--- config.mk ---
export PLATFORM = sky130hd
export DESIGN_NAME = dram_reader
export DESIGN_NICKNAME = d
export VERILOG_FILES = /design/src/rtl/dram_reader_pkg.sv /design/src/rtl/dram_reader_ar_gen.sv /design/src/rtl/dram_reader.sv
export SDC_FILE = /design/constraint.sdc
export NUM_CORES = 1
export LEC_CHECK = 0
export CAP_MARGIN = 25
export CORE_ASPECT_RATIO = 1.5
export CORE_MARGIN = 8
export CORE_UTILIZATION = 42
export DETAILED_ROUTE_END_ITERATION = 10
export MAX_ROUTING_LAYER = met4
export PLACE_DENSITY_LB_ADDON = 0.25
export SETUP_SLACK_MARGIN = 0.02
export SLEW_MARGIN = 20
export SYNTH_ARGS = -nofsm -noshare
export SYNTH_HDL_FRONTEND = slang
export SYNTH_SLANG_ARGS = --single-unit
--- constraint.sdc ---
create_clock -name ACLK -period 3.15 [get_ports ACLK]
set_input_delay 0.63 -clock ACLK [delete_from_list [all_inputs] [get_ports ACLK]]
set_output_delay 0.63 -clock ACLK [all_outputs]
set_load 0.02 [all_outputs]
--- src/rtl/dram_reader_pkg.sv ---
// Shared constants and state type for the DRAM read master.
// Fixed-size AXI3 burst geometry: 16 beats of 8 bytes, INCR.
package dram_reader_pkg;
    localparam int unsigned BURST_BYTES    = 128;
    localparam int unsigned BURST_BEATS    = 16;

    localparam logic [3:0] AXI_LEN_16      = 4'b1111;
    localparam logic [1:0] AXI_SIZE_8B     = 2'b11;
    localparam logic [1:0] AXI_BURST_INCR  = 2'b01;
    localparam logic [1:0] AXI_RESP_OKAY   = 2'b00;

    typedef enum logic {
        IDLE = 1'b0,
        RUN  = 1'b1
    } state_e;
endpackage

--- src/rtl/dram_reader_ar_gen.sv ---
// AR-channel generator: walks burst addresses and bounds bursts in flight.
// outstanding counts accepted AR bursts whose RLAST beat has not yet been taken.
module dram_reader_ar_gen
    import dram_reader_pkg::*;
#(
    parameter int MAX_OUTSTANDING = 4
) (
    input  logic        ACLK,
    input  logic        ARESETN,
    input  logic        job_load,
    input  logic        job_start,
    input  logic [24:0] start_burst,
    input  logic [24:0] nbursts,
    input  logic        burst_done,
    input  logic        arready,
    output logic [31:0] araddr,
    output logic        arvalid,
    output state_e      a_state
);
    localparam logic [3:0] MAX_OUT = 4'(MAX_OUTSTANDING);

    state_e      a_state_q, a_state_d;
    logic [31:0] araddr_q, araddr_d;
    logic [24:0] a_count_q, a_count_d;
    logic [3:0]  outstanding_q, outstanding_d;
    logic        ar_fire;

    assign ar_fire = arvalid && arready;
    assign araddr  = araddr_q;
    assign a_state = a_state_q;

    always_ff @(posedge ACLK) begin
        if (!ARESETN) begin
            a_state_q <= IDLE;
        end else begin
            a_state_q <= a_state_d;
        end
    end

    always_comb begin
        a_state_d = a_state_q;
        case (a_state_q)
            IDLE:    if (job_start) a_state_d = RUN;
            RUN:     if (ar_fire && (a_count_q == 25'd1)) a_state_d = IDLE;
            default: a_state_d = IDLE;
        endcase
    end

    // The gate only sees AR handshakes raise the count, so a pending request is never withdrawn.
    always_comb begin
        arvalid = (a_state_q == RUN) && (outstanding_q < MAX_OUT);
    end

    always_comb begin
        araddr_d  = araddr_q;
        a_count_d = a_count_q;
        if (job_load) begin
            araddr_d  = {start_burst, 7'b0};
            a_count_d = nbursts;
        end else if (ar_fire) begin
            araddr_d  = araddr_q + 32'(BURST_BYTES);
            a_count_d = a_count_q - 25'd1;
        end
        outstanding_d = outstanding_q + {3'b0, ar_fire} - {3'b0, burst_done};
    end

    always_ff @(posedge ACLK) begin
        if (!ARESETN) begin
            araddr_q      <= '0;
            a_count_q     <= '0;
            outstanding_q <= '0;
        end else begin
            araddr_q      <= araddr_d;
            a_count_q     <= a_count_d;
            outstanding_q <= outstanding_d;
        end
    end
endmodule

--- src/rtl/dram_reader.sv ---
// dram_reader: AXI3 read master streaming a contiguous DRAM region as 64-bit words.
// Define DRAM_READER_RESP_CHECK_EN to build the sticky RRESP/RLAST error check.
module dram_reader
    import dram_reader_pkg::*;
#(
    parameter int MAX_OUTSTANDING = 4
) (
    input  logic        ACLK,
    input  logic        ARESETN,
    output logic [31:0] M_AXI_ARADDR,
    output logic        M_AXI_ARVALID,
    input  logic        M_AXI_ARREADY,
    output logic [3:0]  M_AXI_ARLEN,
    output logic [1:0]  M_AXI_ARSIZE,
    output logic [1:0]  M_AXI_ARBURST,
    input  logic [63:0] M_AXI_RDATA,
    input  logic        M_AXI_RVALID,
    output logic        M_AXI_RREADY,
    input  logic        M_AXI_RLAST,
    input  logic [1:0]  M_AXI_RRESP,
    input  logic        CONFIG_VALID,
    output logic        CONFIG_READY,
    input  logic [31:0] CONFIG_START_ADDR,
    input  logic [31:0] CONFIG_NBYTES,
    output logic [63:0] DATA,
    output logic        DATA_VALID,
    input  logic        DATA_READY,
    output logic        ERROR
);
    state_e      a_state;
    state_e      r_state_q, r_state_d;
    logic [28:0] r_beats_q, r_beats_d;
    logic [3:0]  beat_idx_q, beat_idx_d;
    logic [24:0] nbursts;
    logic        accept, job_start, beat, burst_done;
    logic        unused_bits;

    assign nbursts      = CONFIG_NBYTES[31:7];
    assign CONFIG_READY = (a_state == IDLE) && (r_state_q == IDLE);
    assign accept       = CONFIG_VALID && CONFIG_READY;
    assign job_start    = accept && (nbursts != 25'd0);
    assign beat         = M_AXI_RVALID && M_AXI_RREADY;
    assign burst_done   = beat && M_AXI_RLAST;

    assign M_AXI_ARLEN   = AXI_LEN_16;
    assign M_AXI_ARSIZE  = AXI_SIZE_8B;
    assign M_AXI_ARBURST = AXI_BURST_INCR;

    dram_reader_ar_gen #(
        .MAX_OUTSTANDING(MAX_OUTSTANDING)
    ) u_ar_gen (
        .ACLK        (ACLK),
        .ARESETN     (ARESETN),
        .job_load    (accept),
        .job_start   (job_start),
        .start_burst (CONFIG_START_ADDR[31:7]),
        .nbursts     (nbursts),
        .burst_done  (burst_done),
        .arready     (M_AXI_ARREADY),
        .araddr      (M_AXI_ARADDR),
        .arvalid     (M_AXI_ARVALID),
        .a_state     (a_state)
    );

    always_ff @(posedge ACLK) begin
        if (!ARESETN) begin
            r_state_q <= IDLE;
        end else begin
            r_state_q <= r_state_d;
        end
    end

    always_comb begin
        r_state_d = r_state_q;
        case (r_state_q)
            IDLE:    if (job_start) r_state_d = RUN;
            RUN:     if (beat && (r_beats_q == 29'd1)) r_state_d = IDLE;
            default: r_state_d = IDLE;
        endcase
    end

    // R channel passes straight through to the stream: no buffering, zero latency.
    always_comb begin
        M_AXI_RREADY = 1'b0;
        DATA_VALID   = 1'b0;
        if (r_state_q == RUN) begin
            M_AXI_RREADY = DATA_READY;
            DATA_VALID   = M_AXI_RVALID;
        end
    end

    assign DATA = M_AXI_RDATA;

    always_comb begin
        r_beats_d  = r_beats_q;
        beat_idx_d = beat_idx_q;
        if (accept) begin
            r_beats_d  = {nbursts, 4'b0};
            beat_idx_d = 4'd0;
        end else if (beat) begin
            r_beats_d  = r_beats_q - 29'd1;
            beat_idx_d = beat_idx_q + 4'd1;
        end
    end

    always_ff @(posedge ACLK) begin
        if (!ARESETN) begin
            r_beats_q  <= '0;
            beat_idx_q <= '0;
        end else begin
            r_beats_q  <= r_beats_d;
            beat_idx_q <= beat_idx_d;
        end
    end

`ifdef DRAM_READER_RESP_CHECK_EN
    logic error_q, error_d;

    // beat_idx wraps every 16 beats, so RLAST must coincide exactly with index 15.
    always_comb begin
        error_d = error_q;
        if (accept) begin
            error_d = 1'b0;
        end else if (beat && ((M_AXI_RRESP != AXI_RESP_OKAY) ||
                              (M_AXI_RLAST != (beat_idx_q == 4'd15)))) begin
            error_d = 1'b1;
        end
    end

    always_ff @(posedge ACLK) begin
        if (!ARESETN) begin
            error_q <= 1'b0;
        end else begin
            error_q <= error_d;
        end
    end

    assign ERROR       = error_q;
    assign unused_bits = ^{CONFIG_START_ADDR[6:0], CONFIG_NBYTES[6:0]};
`else
    assign ERROR       = 1'b0;
    assign unused_bits = ^{CONFIG_START_ADDR[6:0], CONFIG_NBYTES[6:0], M_AXI_RRESP, beat_idx_q};
`endif
endmodule

==> impl_metrics.env, run 1 <==
export IMPL_vdd_drop_max_mv=0.274
export IMPL_final_min_period_over_clock_period=0.786
export IMPL_rsz0062_at_grt="false"
export IMPL_cts_hold_buffers=0
export IMPL_cts_root_buffer_cell="clkbuf_16"
export IMPL_tightest_slew_ns=0.918
export IMPL_clk_transition_reported_paths_ns=0.06
export IMPL_detailedRoute_firstIterationViolations=321
export IMPL_critical_path_cell_chain="clkdlybuf4s50_1, and2_1, clkdlybuf4s50_1"
export IMPL_number_of_nets_in_the_layout=846
export IMPL_die_h_um=154
export IMPL_slew_viol_final=0
export IMPL_finalWorstPathRequiredPeriod_ns=2.48
export IMPL_route_detailed_wl_per_inst_um=18.5
export IMPL_sequential_share_of_the_synthesized_area=0.318
export IMPL_grt_util_met1=0.210
export IMPL_overall_routing_resource_usage=0.192
export IMPL_dr_pass1_iters=6
export IMPL_detailed_place_hpwl_mm=11.8
export IMPL_clkLatencyLatePin_ns=0.34
export IMPL_syn_area_per_cell_sq_um=7.84
export IMPL_setup_worst_path_end_class="output port"
export IMPL_design_power_total_uw=3140
export IMPL_synth_edf_count=0
export IMPL_post_cts_setup_buffers=0
export IMPL_ctsLongestPathBuffers=2
export IMPL_tritoncts_num_buffers=9
export IMPL_number_of_global_route_vias_before_repair=5071
export IMPL_netlist_cell_type_count=53
export IMPL_status="finished clean"
export IMPL_global_route_usage_met3=0.0300
export IMPL_global_route_wire_length_before_repair_mm=25.2
export IMPL_critical_path_slowest_cell="clkdlybuf4s50_1"
export IMPL_synth_yosys_warnings=0
export IMPL_slew_limit_headroom=0.386
export IMPL_drtAntennaViolNets=0
export IMPL_clock_tree_htree_level_count=3
export IMPL_hold_viol_final=0
export IMPL_setup_violations_final=0
export IMPL_global_route_peak_usage_layer="met2"
export IMPL_route_final_wire_length_mm=15.9
export IMPL_diodes=0
export IMPL_design_portCount=246
export IMPL_worstPathArrival_ns=1.85
export IMPL_async_flop_share=0
export IMPL_final_layout_size_suffix_gt1_frac=0.0628
export IMPL_dpl_worst_slack_ns=0.419
export IMPL_grt_met2_usage=0.318
export IMPL_finalWorstSetupSlack_ns=0.673
export IMPL_core_rowCount=50
export IMPL_route_detailed_drc=0
export IMPL_timing_worst_setup_path_type="in2out"
export IMPL_core_region_area_sq_um=12400
export IMPL_worst_hold_path_type="reg2reg"
export IMPL_grt_max_degree=51
export IMPL_gr_ovfl_total=0
export IMPL_critPathLaunchType="input pin"
export IMPL_routed_via_count=5123
export IMPL_post_drt_via_cell_ratio=5.98
export IMPL_tritoncts="yes"
export IMPL_r2r_slack_ns=0.71
export IMPL_numClockSinks=85
export IMPL_power_density_cell_area_nw_per_um2=511
export IMPL_worst_hold_slack_ns=0.501
export IMPL_setup_skew_after_layout_ns=0.00660
export IMPL_syn_inst=682
export IMPL_fin_setup_tns_ns=0
export IMPL_worst_ep_required_time_ns=2.52
export IMPL_place_congestion=0.901
export IMPL_port_buffers=85
export IMPL_post_synth_instance_area_sq_um=5350
export IMPL_post_cts_resized=0
export IMPL_final_core_util=0.493
export IMPL_floorplan_die_width_um=108
export IMPL_cp_common_cell="clkdlybuf4s50_1"
export IMPL_maxCapViolations=0
export IMPL_synth_ff_latch_count=85
export IMPL_timing_fmax_ghz=0.404
export IMPL_floorplan_initialDensity=0.430
export IMPL_leakagePower_uw=0.00216
export IMPL_die_area_sq_um=16700
export IMPL_critical_path_s_largest_stage_delay_ns=0.60
export IMPL_antenna_found_initial=0
export IMPL_ys_dominant_reg_cell="dfxtp_1"
export IMPL_cp_max_fo=3
export IMPL_area_growth_from_synthesis_to_layout_pct=14.8
==> area by class of cell <==
class	instances	area, sq um
inverter	17	63.8
clock inverter	1	7.51
sequential	85	1700
tap	156	195
multi-input combinational	484	2930
timing repair buffer	101	983
clock buffer	13	260
fill	1204	6310
==> cell usage after synthesis (all sizes together), types with 2 or more instances <==
library cell | n | area, sq um
nand4 | 16 | 100
a21oi | 56 | 280
nor2 | 47 | 176
a211oi | 5 | 37.5
or2 | 2 | 12.5
or3 | 14 | 87.6
xnor2 | 12 | 105
a21o | 3 | 22.5
buf | 82 | 609
o31ai | 4 | 35.0
mux2 | 6 | 67.6
clkbuf | 28 | 105
a32oi | 3 | 26.3
nand3b | 5 | 37.5
xor2 | 9 | 78.8
nor3b | 3 | 27.5
and2 | 11 | 68.8
a22oi | 6 | 45.0
nor4 | 23 | 150
and3 | 9 | 56.3
a31oi | 18 | 113
o211a | 5 | 50.1
inv | 17 | 63.8
nand2b | 2 | 12.5
dfxtp | 85 | 1700
nand3 | 22 | 110
ha | 10 | 125
o31a | 9 | 78.8
mux2i | 2 | 20.0
o311ai | 10 | 87.6
and4 | 3 | 26.3
conb | 2 | 7.51
o21a | 8 | 60.1
o21ai | 38 | 190
a221oi | 4 | 35.0
nand2 | 54 | 203
nor3 | 26 | 130
or4 | 8 | 63.8
o311a | 2 | 20.0
o211ai | 7 | 52.6
==> final timing paths <==
path                         to  cells past startpoint          from
hold / removal     r_beats_q[0]                      2  r_beats_q[0]
setup / recovery     DATA_VALID                      3  M_AXI_RVALID
hold reg to reg    r_beats_q[0]                      2  r_beats_q[0]
setup reg to reg  r_beats_q[16]                      7  r_beats_q[0]
==> state kept, by name, summed over array words and instances (netlist names) <==
| register | cells |
|---|---|
| r_beats_q | 29 |
| u_ar_gen.a_count_q | 25 |
| u_ar_gen.araddr | 25 |
| u_ar_gen.outstanding_q | 4 |
| r_state_q | 1 |
| u_ar_gen.a_state | 1 |
==> cell families after synthesis <==
kind of cell | share of synthesized area
buf+inv | 0.145
compound gates | 0.217
simple gates | 0.240
other cells | 0.00140
xor+xnor | 0.0344
flops | 0.318
fa+ha+maj | 0.0271
mux | 0.0164
==> metrics by stage <==
stage,instances,area [sq um]
floorplan,696,5400
global placement,843,5870
detailed placement,843,5870
CTS,857,6140
global route,857,6140
finish,857,6140
==> per-layer routing <==
| metal | vias to the layer above | wire length [um] |
|---|---|---|
| met5 | - | 0 |
| met4 | 0 | 640 |
| met3 | 65 | 863 |
| met2 | 201 | 7900 |
| met1 | 2420 | 6480 |
| li1 | 2437 | - |
==> cell usage in the layout, fill, tap and decap left out, types with 14 or more instances in the layout <==
cell              n
clkdlybuf4s50_1  85
dfxtp_1          85
a21oi_1          56
nand2_1          54
nor2_1           47
o21ai_0          38
nor3_1           26
nor4_1           22
nand3_1          22
a31oi_1          18
inv_1            16
nand4_1          16
conb_1           16
buf_4            15
or3_1            14
==> where the power goes <==
group          switching, uW  internal, uW  total, uW
Clock                    413           570        983
Combinational            504           355        859
Sequential               115          1180       1290
Total                   1030          2100       3140
==> critical path: cells and delay by family <==
family / cells / cell delay (ns)
buf+inv: 2 / 1.09
simple gates: 1 / 0.13
Note: power is estimated with default switching activity, not from simulation.
==> run 2, diff against run 1 <==
--- a/config.mk
+++ b/config.mk
@@ -8,7 +8,7 @@
 export CAP_MARGIN = 25
 export CORE_ASPECT_RATIO = 1.5
 export CORE_MARGIN = 8
-export CORE_UTILIZATION = 42
+export CORE_UTILIZATION = 38
 export DETAILED_ROUTE_END_ITERATION = 10
 export MAX_ROUTING_LAYER = met4
 export PLACE_DENSITY_LB_ADDON = 0.25
==> constraint.sdc (replaced) <==
create_clock -name ACLK -period 2.1 [get_ports ACLK]
set_input_delay 0.42 -clock ACLK [delete_from_list [all_inputs] [get_ports ACLK]]
set_output_delay 0.42 -clock ACLK [all_outputs]
set_load 0.02 [all_outputs]
==> run 2 against run 1 <==
Net effect:
- the run now fails in detailed routing
- global-route usage down 0.35 points
- synthesized cell count unchanged
- area after synthesis unchanged
==> impl_metrics.env, run 2 <==
export IMPL_largest_family_of_logic_cells_by_synthesized_area="simple AND/OR/NAND/NOR gates"
export IMPL_die_h_um=161
export IMPL_post_cts_setup_buffers=0
export IMPL_tritoncts_num_buffers=9
export IMPL_synthSimpleGateAreaFrac=0.240
export IMPL_grt_max_degree=28
export IMPL_synth_area_leaders="dfxtp_1, buf_4, a21oi_1"
export IMPL_synth_yosys_warnings=0
export IMPL_synth_edf_count=0
export IMPL_status="stopped before the end"
export IMPL_synth_largest_area_cell="dfxtp_1"
export IMPL_last_stage_reached="detailed routing"
export IMPL_place_congestion=0.899
export IMPL_global_route_wire_length_before_repair_mm=26.9
export IMPL_synth_adder_area_share=0.0271
export IMPL_ys_dominant_reg_cell="dfxtp_1"
export IMPL_overall_routing_resource_usage=0.188
export IMPL_sequential_share_of_the_synthesized_area=0.318
export IMPL_synthMostInstantiatedCell="dfxtp_1"
export IMPL_post_synth_instance_area_sq_um=5350
export IMPL_synth_xor_area_frac=0.0344
export IMPL_core_rowCount=53
export IMPL_floorplan_die_width_um=113
export IMPL_dpl_worst_slack_ns=-0.272
export IMPL_clock_tree_htree_level_count=3
export IMPL_list_of_most_frequent_post_synthesis_cells="dfxtp_1, buf_4, a21oi_1, nand2_1, nor2_1"
export IMPL_antenna_found_initial=0
export IMPL_syn_inst=682
export IMPL_post_synth_top_area_fraction=0.318
export IMPL_port_buffers=85
export IMPL_grt_repair_worst_endpoint="r_beats_q[28]$_SDFFE_PN0P_/D"
export IMPL_numClockSinks=85
export IMPL_netlist_cell_type_count=53
export IMPL_synth_ff_latch_count=85
export IMPL_design_portCount=246
export IMPL_gr_ovfl_total=0
export IMPL_synth_compound_area_frac=0.217
export IMPL_cts_root_buffer_cell="clkbuf_16"
export IMPL_timing_repair_worst_endpoint_type="sequential cell input"
export IMPL_detailed_place_hpwl_mm=13.1
export IMPL_floorplan_initialDensity=0.386
export IMPL_number_of_global_route_vias_before_repair=5461
export IMPL_firstError="[ERROR DRT-0255] Maze Route cannot find path of net M_AXI_RDATA[33] in worker of routeBox ( 96600 0 ) ( 112870 48300 )."
export IMPL_syn_area_per_cell_sq_um=7.84
export IMPL_async_flop_share=0
export IMPL_synth_mux_area_fraction=0.0164
export IMPL_ctsLongestPathBuffers=2
## run 2: cell counts after synthesis
No cell type changed its count.
## run 2: timing repair
item                       4_1_cts  5_1_grt
hold buffers                     0        0
gates resized for setup          5       15
pin swaps                        3        2
setup endpoints to repair        6       22
## run 2: cells by family after synthesis
kind of cell,Yosys count
AND/OR/NAND/NOR,247
AO/OA/AOI/OAI,181
buffers and inverters,127
flip-flops,85
XOR/XNOR,21
adder cells (fa/ha/maj),11
multiplexers,8
other,2
## run 2: routing by layer
metal,GRT usage
met5,-
met2,0.333
met3,0.0325
met1,0.190
met4,0.111
## run 2: stage by stage
stage	setup TNS [ns]	area [sq um]	cells
floorplan	0	5460	696
global placement	-5.05	6410	916
detailed placement	-6.58	6410	916
CTS	-0.0340	6760	932
global route	-0.0991	6840	932
==> run 3, diff against run 2 <==
--- a/config.mk
+++ b/config.mk
@@ -6,13 +6,10 @@
 export NUM_CORES = 1
 export LEC_CHECK = 0
 export CAP_MARGIN = 25
-export CORE_ASPECT_RATIO = 1.5
 export CORE_MARGIN = 8
-export CORE_UTILIZATION = 38
+export CORE_UTILIZATION = 40
 export DETAILED_ROUTE_END_ITERATION = 10
-export MAX_ROUTING_LAYER = met4
-export PLACE_DENSITY_LB_ADDON = 0.25
-export SETUP_SLACK_MARGIN = 0.02
+export PLACE_DENSITY_LB_ADDON = 0.15
 export SLEW_MARGIN = 20
 export SYNTH_ARGS = -nofsm -noshare
 export SYNTH_HDL_FRONTEND = slang
==> constraint.sdc (replaced) <==
create_clock -name ACLK -period 2.7 [get_ports ACLK]
set_input_delay 0.54 -clock ACLK [delete_from_list [all_inputs] [get_ports ACLK]]
set_output_delay 0.54 -clock ACLK [all_outputs]
set_load 0.02 [all_outputs]
==> run 3 against run 2 <==
Net effect:
- global-route usage fell by 0.65 points
- the run now ends clean
==> impl_metrics.env, run 3 (synthesis results as in run 1) <==
export IMPL_status="finished clean"
export IMPL_rr_worst_depth=8
export IMPL_fin_setup_tns_ns=0
export IMPL_setup_worst_path_end_class="output port"
export IMPL_floorplan_die_width_um=132
export IMPL_cts_hold_buffers=0
export IMPL_largest_register_ffs=29
export IMPL_detailedRoute_firstIterationViolations=400
export IMPL_cts_root_buffer_cell="clkbuf_16"
export IMPL_cp_common_cell="clkdlybuf4s50_1"
export IMPL_clock_tree_htree_level_count=3
export IMPL_finalWorstPathRequiredPeriod_ns=2.30
export IMPL_rsz0062_at_grt="false"
export IMPL_tritoncts="yes"
export IMPL_timing_rr_end="u_ar_gen.a_count_q[15]"
export IMPL_dpl_worst_slack_ns=0.0700
export IMPL_detailed_place_hpwl_mm=12.0
export IMPL_route_detailed_wl_per_inst_um=18.2
export IMPL_timing_rr_start="u_ar_gen.outstanding_q[2]"
export IMPL_cp_max_fo=3
export IMPL_gr_ovfl_total=0
export IMPL_finalWorstSetupSlack_ns=0.398
export IMPL_route_detailed_drc=0
export IMPL_post_drt_via_cell_ratio=5.72
export IMPL_dr_pass1_iters=5
export IMPL_route_final_wire_length_mm=16.2
export IMPL_worst_hold_path_type="reg2reg"
export IMPL_core_region_area_sq_um=13100
export IMPL_setup_violations_final=0
export IMPL_drtAntennaViolNets=0
export IMPL_antenna_found_initial=0
export IMPL_clk_transition_reported_paths_ns=0.06
export IMPL_overall_routing_resource_usage=0.182
export IMPL_critPathLaunchType="input pin"
export IMPL_power_density_cell_area_nw_per_um2=602
export IMPL_tritoncts_num_buffers=9
export IMPL_area_growth_from_synthesis_to_layout_pct=17.1
export IMPL_critical_path_s_largest_stage_delay_ns=0.60
export IMPL_floorplan_initialDensity=0.407
export IMPL_leakagePower_uw=0.00222
export IMPL_routed_via_count=5081
export IMPL_number_of_global_route_vias_before_repair=4981
export IMPL_worst_ep_required_time_ns=2.16
export IMPL_final_layout_size_suffix_gt1_frac=0.0801
export IMPL_timing_fmax_ghz=0.434
export IMPL_vdd_drop_max_mv=0.428
export IMPL_largest_register="r_beats_q"
export IMPL_design_portCount=246
export IMPL_diodes=0
export IMPL_tightest_slew_ns=0.953
export IMPL_critical_path_cell_chain="clkdlybuf4s50_1, and2_1, clkdlybuf4s50_1"
export IMPL_grt_max_degree=32
export IMPL_die_area_sq_um=17300
export IMPL_global_route_wire_length_before_repair_mm=26.1
export IMPL_numClockSinks=85
export IMPL_critical_path_slowest_cell="clkdlybuf4s50_1"
export IMPL_maxCapViolations=0
export IMPL_worstPathBufferInverterCount=2
export IMPL_port_buffers=85
export IMPL_die_h_um=132
export IMPL_place_congestion=0.856
export IMPL_post_cts_setup_buffers=0
export IMPL_clkLatencyLatePin_ns=0.35
export IMPL_final_min_period_over_clock_period=0.852
export IMPL_min_to="r_beats_q[0]"
export IMPL_hold_path_cell_count=2
export IMPL_worstPathArrival_ns=1.76
export IMPL_slew_limit_headroom=0.362
export IMPL_core_rowCount=42
export IMPL_most_common_layout_cells="clkdlybuf4s50_1, dfxtp_1, a21oi_1"
export IMPL_post_cts_resized=0
export IMPL_timing_critical_path_max_delay_family="buffers and inverters"
export IMPL_r2r_slack_ns=0.47
export IMPL_number_of_nets_in_the_layout=855
export IMPL_hold_viol_final=0
export IMPL_setup_skew_after_layout_ns=0.00736
export IMPL_timing_worst_setup_path_type="in2out"
export IMPL_timing_hold_worst_start="r_beats_q[0]"
export IMPL_critPathLaunch="M_AXI_RVALID"
export IMPL_slew_viol_final=0
export IMPL_ctsLongestPathBuffers=2
==> run 3: how the worst max path moves through the flow <==
stage                                           end  cells after the start
after detailed placement  u_ar_gen.outstanding_q[3]                     10
final                                    DATA_VALID                      3
after global routing            u_ar_gen.araddr[10]                      8
after floorplan           u_ar_gen.outstanding_q[2]                     11
after global placement    u_ar_gen.outstanding_q[2]                     10
after CTS                                DATA_VALID                      3
==> run 3: worst register-to-register path, cell delays in order (launching register included) <==
cell	delay (ns)
dfxtp_1	0.31
inv_1	0.05
ha_1	0.20
nand3_1	0.19
inv_1	0.09
buf_4	0.17
nor2_1	0.74
o21ai_0	0.22
a31oi_1	0.20
==> run 3: stage by stage <==
step | hold WS (ns) | utilization | instances | cell area (sq um) | total power [uW]
finish | 0.494 | 0.477 | 888 | 6260 | 3770
global route | 0.521 | 0.477 | 888 | 6260 | 3970
CTS | 0.493 | 0.477 | 888 | 6260 | 3790
detailed placement | 0.483 | 0.454 | 872 | 5960 | 2550
global placement | 0.474 | 0.454 | 872 | 5960 | 2540
floorplan | 0.462 | - | 696 | 5400 | 2280
==> run 3: area by class of cell <==
| class | count | area, sq um |
|---|---|---|
| repair buffers | 110 | 1050 |
| multi-input cells | 484 | 2930 |
| clock buffers | 12 | 267 |
| inverters | 17 | 63.8 |
| fillers | 1333 | 6880 |
| well taps | 176 | 220 |
| clock inverters | 4 | 31.3 |
| flip-flops and latches | 85 | 1700 |
==> run 3: layer usage <==
metal | global-route usage | share of wire
met3 | 0.0553 | 0.075
met1 | 0.220 | 0.44
met2 | 0.308 | 0.48
met4 | 0.0415 | 0.011
met5 | 0 | 0
==> run 3: power by group <==
group	internal (uW)	total, uW	switching [uW]	leakage, uW
combinational	438	1030	593	0.00138
clock	701	1230	529	0.000137
sequential	1370	1510	133	0.000698
total	2510	3770	1250	0.00222
